$ cat config.mk
export PLATFORM = sky130hd
export DESIGN_NAME = booth_r4_seq_mul
export DESIGN_NICKNAME = d
export VERILOG_FILES = /design/src/rtl/booth_r4_seq_mul.sv
export SDC_FILE = /design/constraint.sdc
export NUM_CORES = 1
export LEC_CHECK = 0
export ABC_AREA = 1
export ABC_CLOCK_PERIOD_IN_PS = 2850
export CORE_MARGIN = 4
export CORE_UTILIZATION = 52
export CTS_CLUSTER_SIZE = 40
export DETAILED_ROUTE_END_ITERATION = 10
export GPL_TIMING_DRIVEN = 0
export PLACE_DENSITY = 0.77
export REMOVE_ABC_BUFFERS = 1
export SKIP_CTS_REPAIR_TIMING = 1
export SYNTH_ARGS = -nofsm -noshare
export SYNTH_HDL_FRONTEND = slang
export SYNTH_SLANG_ARGS = --single-unit
$ cat constraint.sdc
create_clock -name clk -period 2.85 [get_ports clk]
set_input_delay 0.7125 -clock clk [delete_from_list [all_inputs] [get_ports clk]]
set_output_delay 0.7125 -clock clk [all_outputs]
set_load 0.05 [all_outputs]
$ cat src/rtl/booth_r4_seq_mul.sv
// Iterative radix-4 Booth multiplier, one partial product per cycle.
// Signed/unsigned per transaction, valid/ready on both sides.
module booth_r4_seq_mul #(
    parameter int W = 11
) (
    input  logic           clk,
    input  logic           rst,
    input  logic           in_valid,
    output logic           in_ready,
    input  logic [W-1:0]   a_i,
    input  logic [W-1:0]   b_i,
    input  logic           signed_i,
    output logic           out_valid,
    input  logic           out_ready,
    output logic [2*W-1:0] product_o,
    output logic           busy_o
);
    localparam int N_PP = W / 2 + 1;
    localparam int AW   = 2 * W + 2;
    localparam int BW   = 2 * N_PP;
    localparam int KW   = $clog2(N_PP + 1);

    typedef enum logic [1:0] {IDLE, RUN, DONE} state_t;

    state_t        state_q, state_d;
    logic          cap;
    logic          last;
    logic [AW-1:0] a_q;
    logic [BW:0]   b_q;
    logic [AW-1:0] acc_q;
    logic [KW-1:0] k_q;

    logic [AW-1:0] a_ext;
    logic [BW:0]   b_ext;
    logic [2:0]    trip;
    logic          one, two, neg;
    logic [AW-1:0] mag, addend, sum;

    assign last = (k_q == KW'(N_PP - 1));

    always_comb begin
        state_d   = state_q;
        in_ready  = 1'b0;
        out_valid = 1'b0;
        busy_o    = 1'b0;
        cap       = 1'b0;
        unique case (state_q)
            IDLE: begin
                in_ready = 1'b1;
                if (in_valid) begin
                    cap     = 1'b1;
                    state_d = RUN;
                end
            end
            RUN: begin
                busy_o = 1'b1;
                if (last) state_d = DONE;
            end
            DONE: begin
                out_valid = 1'b1;
                if (out_ready) begin
                    in_ready = 1'b1;
                    if (in_valid) begin
                        cap     = 1'b1;
                        state_d = RUN;
                    end else begin
                        state_d = IDLE;
                    end
                end
            end
            default: state_d = IDLE;
        endcase
    end

    always_ff @(posedge clk or posedge rst) begin
        if (rst) state_q <= IDLE;
        else     state_q <= state_d;
    end

    // b_q bit 0 holds b[-1]; both operands shift so the digit is always b_q[2:0]
    assign a_ext = {{(AW - W){signed_i & a_i[W-1]}}, a_i};
    assign b_ext = {{(BW - W){signed_i & b_i[W-1]}}, b_i, 1'b0};

    assign trip = b_q[2:0];
    assign one  = trip[0] ^ trip[1];
    assign two  = (trip == 3'b011) | (trip == 3'b100);
    assign neg  = trip[2] & ~(trip[1] & trip[0]);

    always_comb begin
        mag = '0;
        if (one)      mag = a_q;
        else if (two) mag = {a_q[AW-2:0], 1'b0};
    end

    // negative digits: one's complement here, the +1 rides in as carry
    assign addend = neg ? ~mag : mag;
    assign sum    = acc_q + addend + {{(AW - 1){1'b0}}, neg};

    always_ff @(posedge clk or posedge rst) begin
        if (rst) begin
            a_q       <= '0;
            b_q       <= '0;
            acc_q     <= '0;
            k_q       <= '0;
            product_o <= '0;
        end else if (cap) begin
            a_q   <= a_ext;
            b_q   <= b_ext;
            acc_q <= '0;
            k_q   <= '0;
        end else if (state_q == RUN) begin
            acc_q <= sum;
            a_q   <= {a_q[AW-3:0], 2'b00};
            b_q   <= {2'b00, b_q[BW:2]};
            k_q   <= k_q + KW'(1);
            if (last) product_o <= sum[2*W-1:0];
        end
    end
endmodule
==> results by stage <==
Finish:
- The count of fill cells added during filler insertion is 709.
- Summing all non-filler instances in the final layout gives an area of 7200 um2.
- The share of final-layout standard cells stronger than drive strength 1 is 0.287.
- The number of antenna diodes in the final layout is 0.
- For this run, the post-layout net count is 850.
- The count of cells in the finished layout, fillers not included, comes to 935.
- Compared with the post-synthesis result, the final layout area differs by 35.9%.

Route:
- After detailed routing, the average wire length per cell comes to 16.0 um.
- For this block, the routed nets add up to 15.0 mm of wire.
- The number of routed nets with antenna violations is 0.
- The starting DRC count in detailed routing is 281.
- Using the TritonRoute via totals, the vias-per-cell ratio works out to 5.47.
- The count of vias placed by the detailed router is 5112.
- The total iterations of the first detailed-routing run is 6.
- The number of DRC violations after detailed routing is 0.

Timing:
- The setup slack after layout is -0.0657 ns.
- The final-report hold violation count is 0.
- Setup repair after global routing could not meet its margin everywhere.
- The worst-case headroom to the max-slew limit is 0.471.
- The final period demand of the worst path is 2.92 ns.
- The highest clock frequency the design can meet is 0.343 GHz.
- The worst hold slack after final layout is 0.481 ns.
- The portion of the clock cycle consumed by the worst path in the final layout is 1.02.
- The clock arrives with 0.00947 ns of skew.
- Setup violations remaining at the end of the flow were counted as 20.
- At the pin with the least slew margin, the transition time is 0.792 ns.
- The final count of pins violating max slew came to 0.

Setup path:
- The register-to-register path setup slack is -0.07 ns.
- The start of the worst register-to-register path is b_q[0].
- The end of the worst register-to-register path is acc_q[10].
- The worst setup path is captured at a flip-flop.
- Data on the critical path is required at its endpoint by 3.11 ns.
- The critical path launch point is b_q[0].
- The number of cells on the worst reg-to-reg path is 16.
- Data arrives at the worst endpoint at 3.18 ns.
- The critical path is of the flip-flop to flip-flop type.
- STA classifies the critical path startpoint as a flip-flop.
- The capture point of the critical path is acc_q[10].
- Of all nets on the critical path, the largest fanout is 6.

Floorplan:
- The die is 109 um tall.
- The core region is 9860 um2.
- The die footprint is 11900 um2.
- The floorplan has 36 rows.
- For this design the top-level I/O count stands at 52.
- The initial utilization of the core area, before any placement, comes to 0.537.
- The overall die width is 109 um.

Global route:
- The first global-routing pass estimated 21.1 mm of wire.
- The initial antenna violation count is 0.
- The largest net degree at the start of global routing is 51.
- The total overflow left after global routing is 0.
- Across every metal layer, demand over resource in global routing totals 0.223.
- The via count of the first global-routing pass is 4509.

CTS:
- The worst-skew pair later-pin latency is 0.37 ns.
- The total number of H-tree levels is 3.
- The register clock-pin slew on the reported worst setup and hold paths is 0.09 ns.
- The clock sink total is 84.
- The longest clock path from root to sink contains 2 buffers.
- The CTS tree is done.
- The number of CTS-inserted buffers is 9.
- The library cell used as clock root buffer is clkbuf_8.

Synth:
- Synthesis produced 719 cells.
- The average instance area after synthesis is 7.36 um2.
- After synthesis, the share of flip-flops with an asynchronous set or reset is 1.00.
- The number of enable-type register cells in the synthesized netlist is 0.
- The sequential fraction of the synthesis area is 0.397.
- The number of warnings reported in the yosys synthesis log is 0.
- After synthesis the cells add up to 5300 um2.
- Synthesis instantiated 33 different standard cells from the library.
- The dominant register cell in the synthesized netlist is dfrtp_1.
- The register bit total from synthesis is 84.

Placed design:
- The total of buffers placed on input and output ports is 51.
- The number of placed instances, taps included is 878.
- The post-DP HPWL is 9.04 mm.
- The final weighted congestion in routability-driven placement is 0.931.
- Before CTS, the worst setup slack after placement is -0.853 ns.
- The area after detailed placement is 5880 um2.

Outcome:
- The run finished, with violations left.
- The checks that failed: setup timing.

Run:
- Across the run, the number of max-cap violations was 0.

Worst hold path:
- The path class of the lowest-slack min-delay path is flip-flop to flip-flop.
kinds of logic (layout without fill, tap and decap cells):
group | after synthesis | in the layout | synth area share
adders and majority gates | 26 | 26 | 0.0629
AOI/OAI and AO/OA | 92 | 93 | 0.111
and+or+nand+nor | 351 | 351 | 0.277
xor gates and xnor gates | 29 | 29 | 0.0480
DFF | 84 | 84 | 0.397
buffers and inverters | 137 | 219 | 0.104
cell usage after synthesis, types with 3 or more instances:
cell | n | area [um2]
xnor2_1 | 6 | 52.6
clkbuf_1 | 11 | 41.3
o211ai_1 | 3 | 22.5
ha_1 | 25 | 313
buf_2 | 11 | 55.1
nand3b_1 | 6 | 45.0
inv_2 | 4 | 15.0
o22ai_1 | 3 | 18.8
nand3_1 | 64 | 320
nand2_1 | 235 | 882
a21oi_1 | 15 | 75.1
xor2_1 | 23 | 201
dfrtp_1 | 84 | 2100
o221ai_1 | 27 | 236
inv_1 | 106 | 398
buf_4 | 4 | 30.0
o21ai_0 | 38 | 190
nand4_1 | 5 | 31.3
nor2_1 | 32 | 120
sequential cells by signal, summed over array words and instances, names as in the netlist:
register   count
a_q           22
acc_q         22
product_o     22
b_q           13
k_q            3
state_q        2
how the worst min path moves through the flow:
stage	slack, ns	start	depth (start not counted)	to
2_1_floorplan	0.46	acc_q[13]	2	acc_q[13]
3_3_place_gp	0.46	product_o[2]	2	product_o[2]
3_5_place_dp	0.46	product_o[2]	2	product_o[2]
4_1_cts	0.49	product_o[2]	2	product_o[2]
5_1_grt	0.51	product_o[11]	2	product_o[11]
6_report	0.48	product_o[12]	2	product_o[12]
worst max-delay path, stage by stage (launching register included):
cell and delay [ns]:
dfrtp_1 0.39, inv_2 0.06, ha_4 0.37, buf_6 0.16, clkinvlp_4 0.20, o21ai_2 0.20, xor2_1 0.22, ha_2 0.36
nand2_2 0.12, inv_2 0.04, nand2_1 0.07, nand2_2 0.06, nand2_2 0.08, nand3_4 0.10, or2_4 0.25, nand3_1 0.07
nand2_1 0.05
per-stage QoR:
stage / setup TNS, ns / util
floorplan: -13.96 / -
global route: -4.71 / 0.730
CTS: -33.26 / 0.616
detailed placement: -32.96 / 0.596
global placement: -145.84 / 0.591
finish: -0.696 / 0.730
final cells by class:
class                           count  area [um2]  area share
Sequential cell                    84        2100       0.292
Multi-Input combinational cell    499        3400       0.472
Clock buffer                       10         128      0.0177
Inverter                          110         423      0.0588
Tap cell                          133         166      0.0231
Timing Repair inverter              8        60.1     0.00834
Clock inverter                      6        71.3     0.00991
Timing Repair Buffer               85         847       0.118
metal layers:
layer,vias up,track usage,share of wire
met4,0,0.0523,0.029
met2,162,0.386,0.51
met3,39,0.0284,0.049
li1,2453,-,-
met5,-,0,0
met1,2458,0.298,0.41
cell usage in the layout, fill, tap and decap left out, drive strengths merged:
master	Yosys	layout
bufinv	0	1
o22ai	3	3
a22o	2	2
clkdlybuf4s50	0	49
nor3	2	2
dfrtp	84	84
o211ai	3	3
nand2	235	235
inv	110	110
nand3	64	64
a21oi	15	15
nand3b	6	6
o221ai	27	27
clkinvlp	0	12
clkinv	0	1
nand4	5	5
nor4	1	1
nand2b	1	1
buf	16	34
a31oi	1	1
and2	2	2
xnor2	6	6
dlymetal6s2s	0	2
xor2	23	23
o21bai	2	2
fa	1	1
nor2	33	33
or2	2	2
ha	25	25
clkbuf	11	10
o21ai	39	40
Power is not shown: default switching activity piles up to over one toggle a cycle in this logic, so the estimate is an artifact.
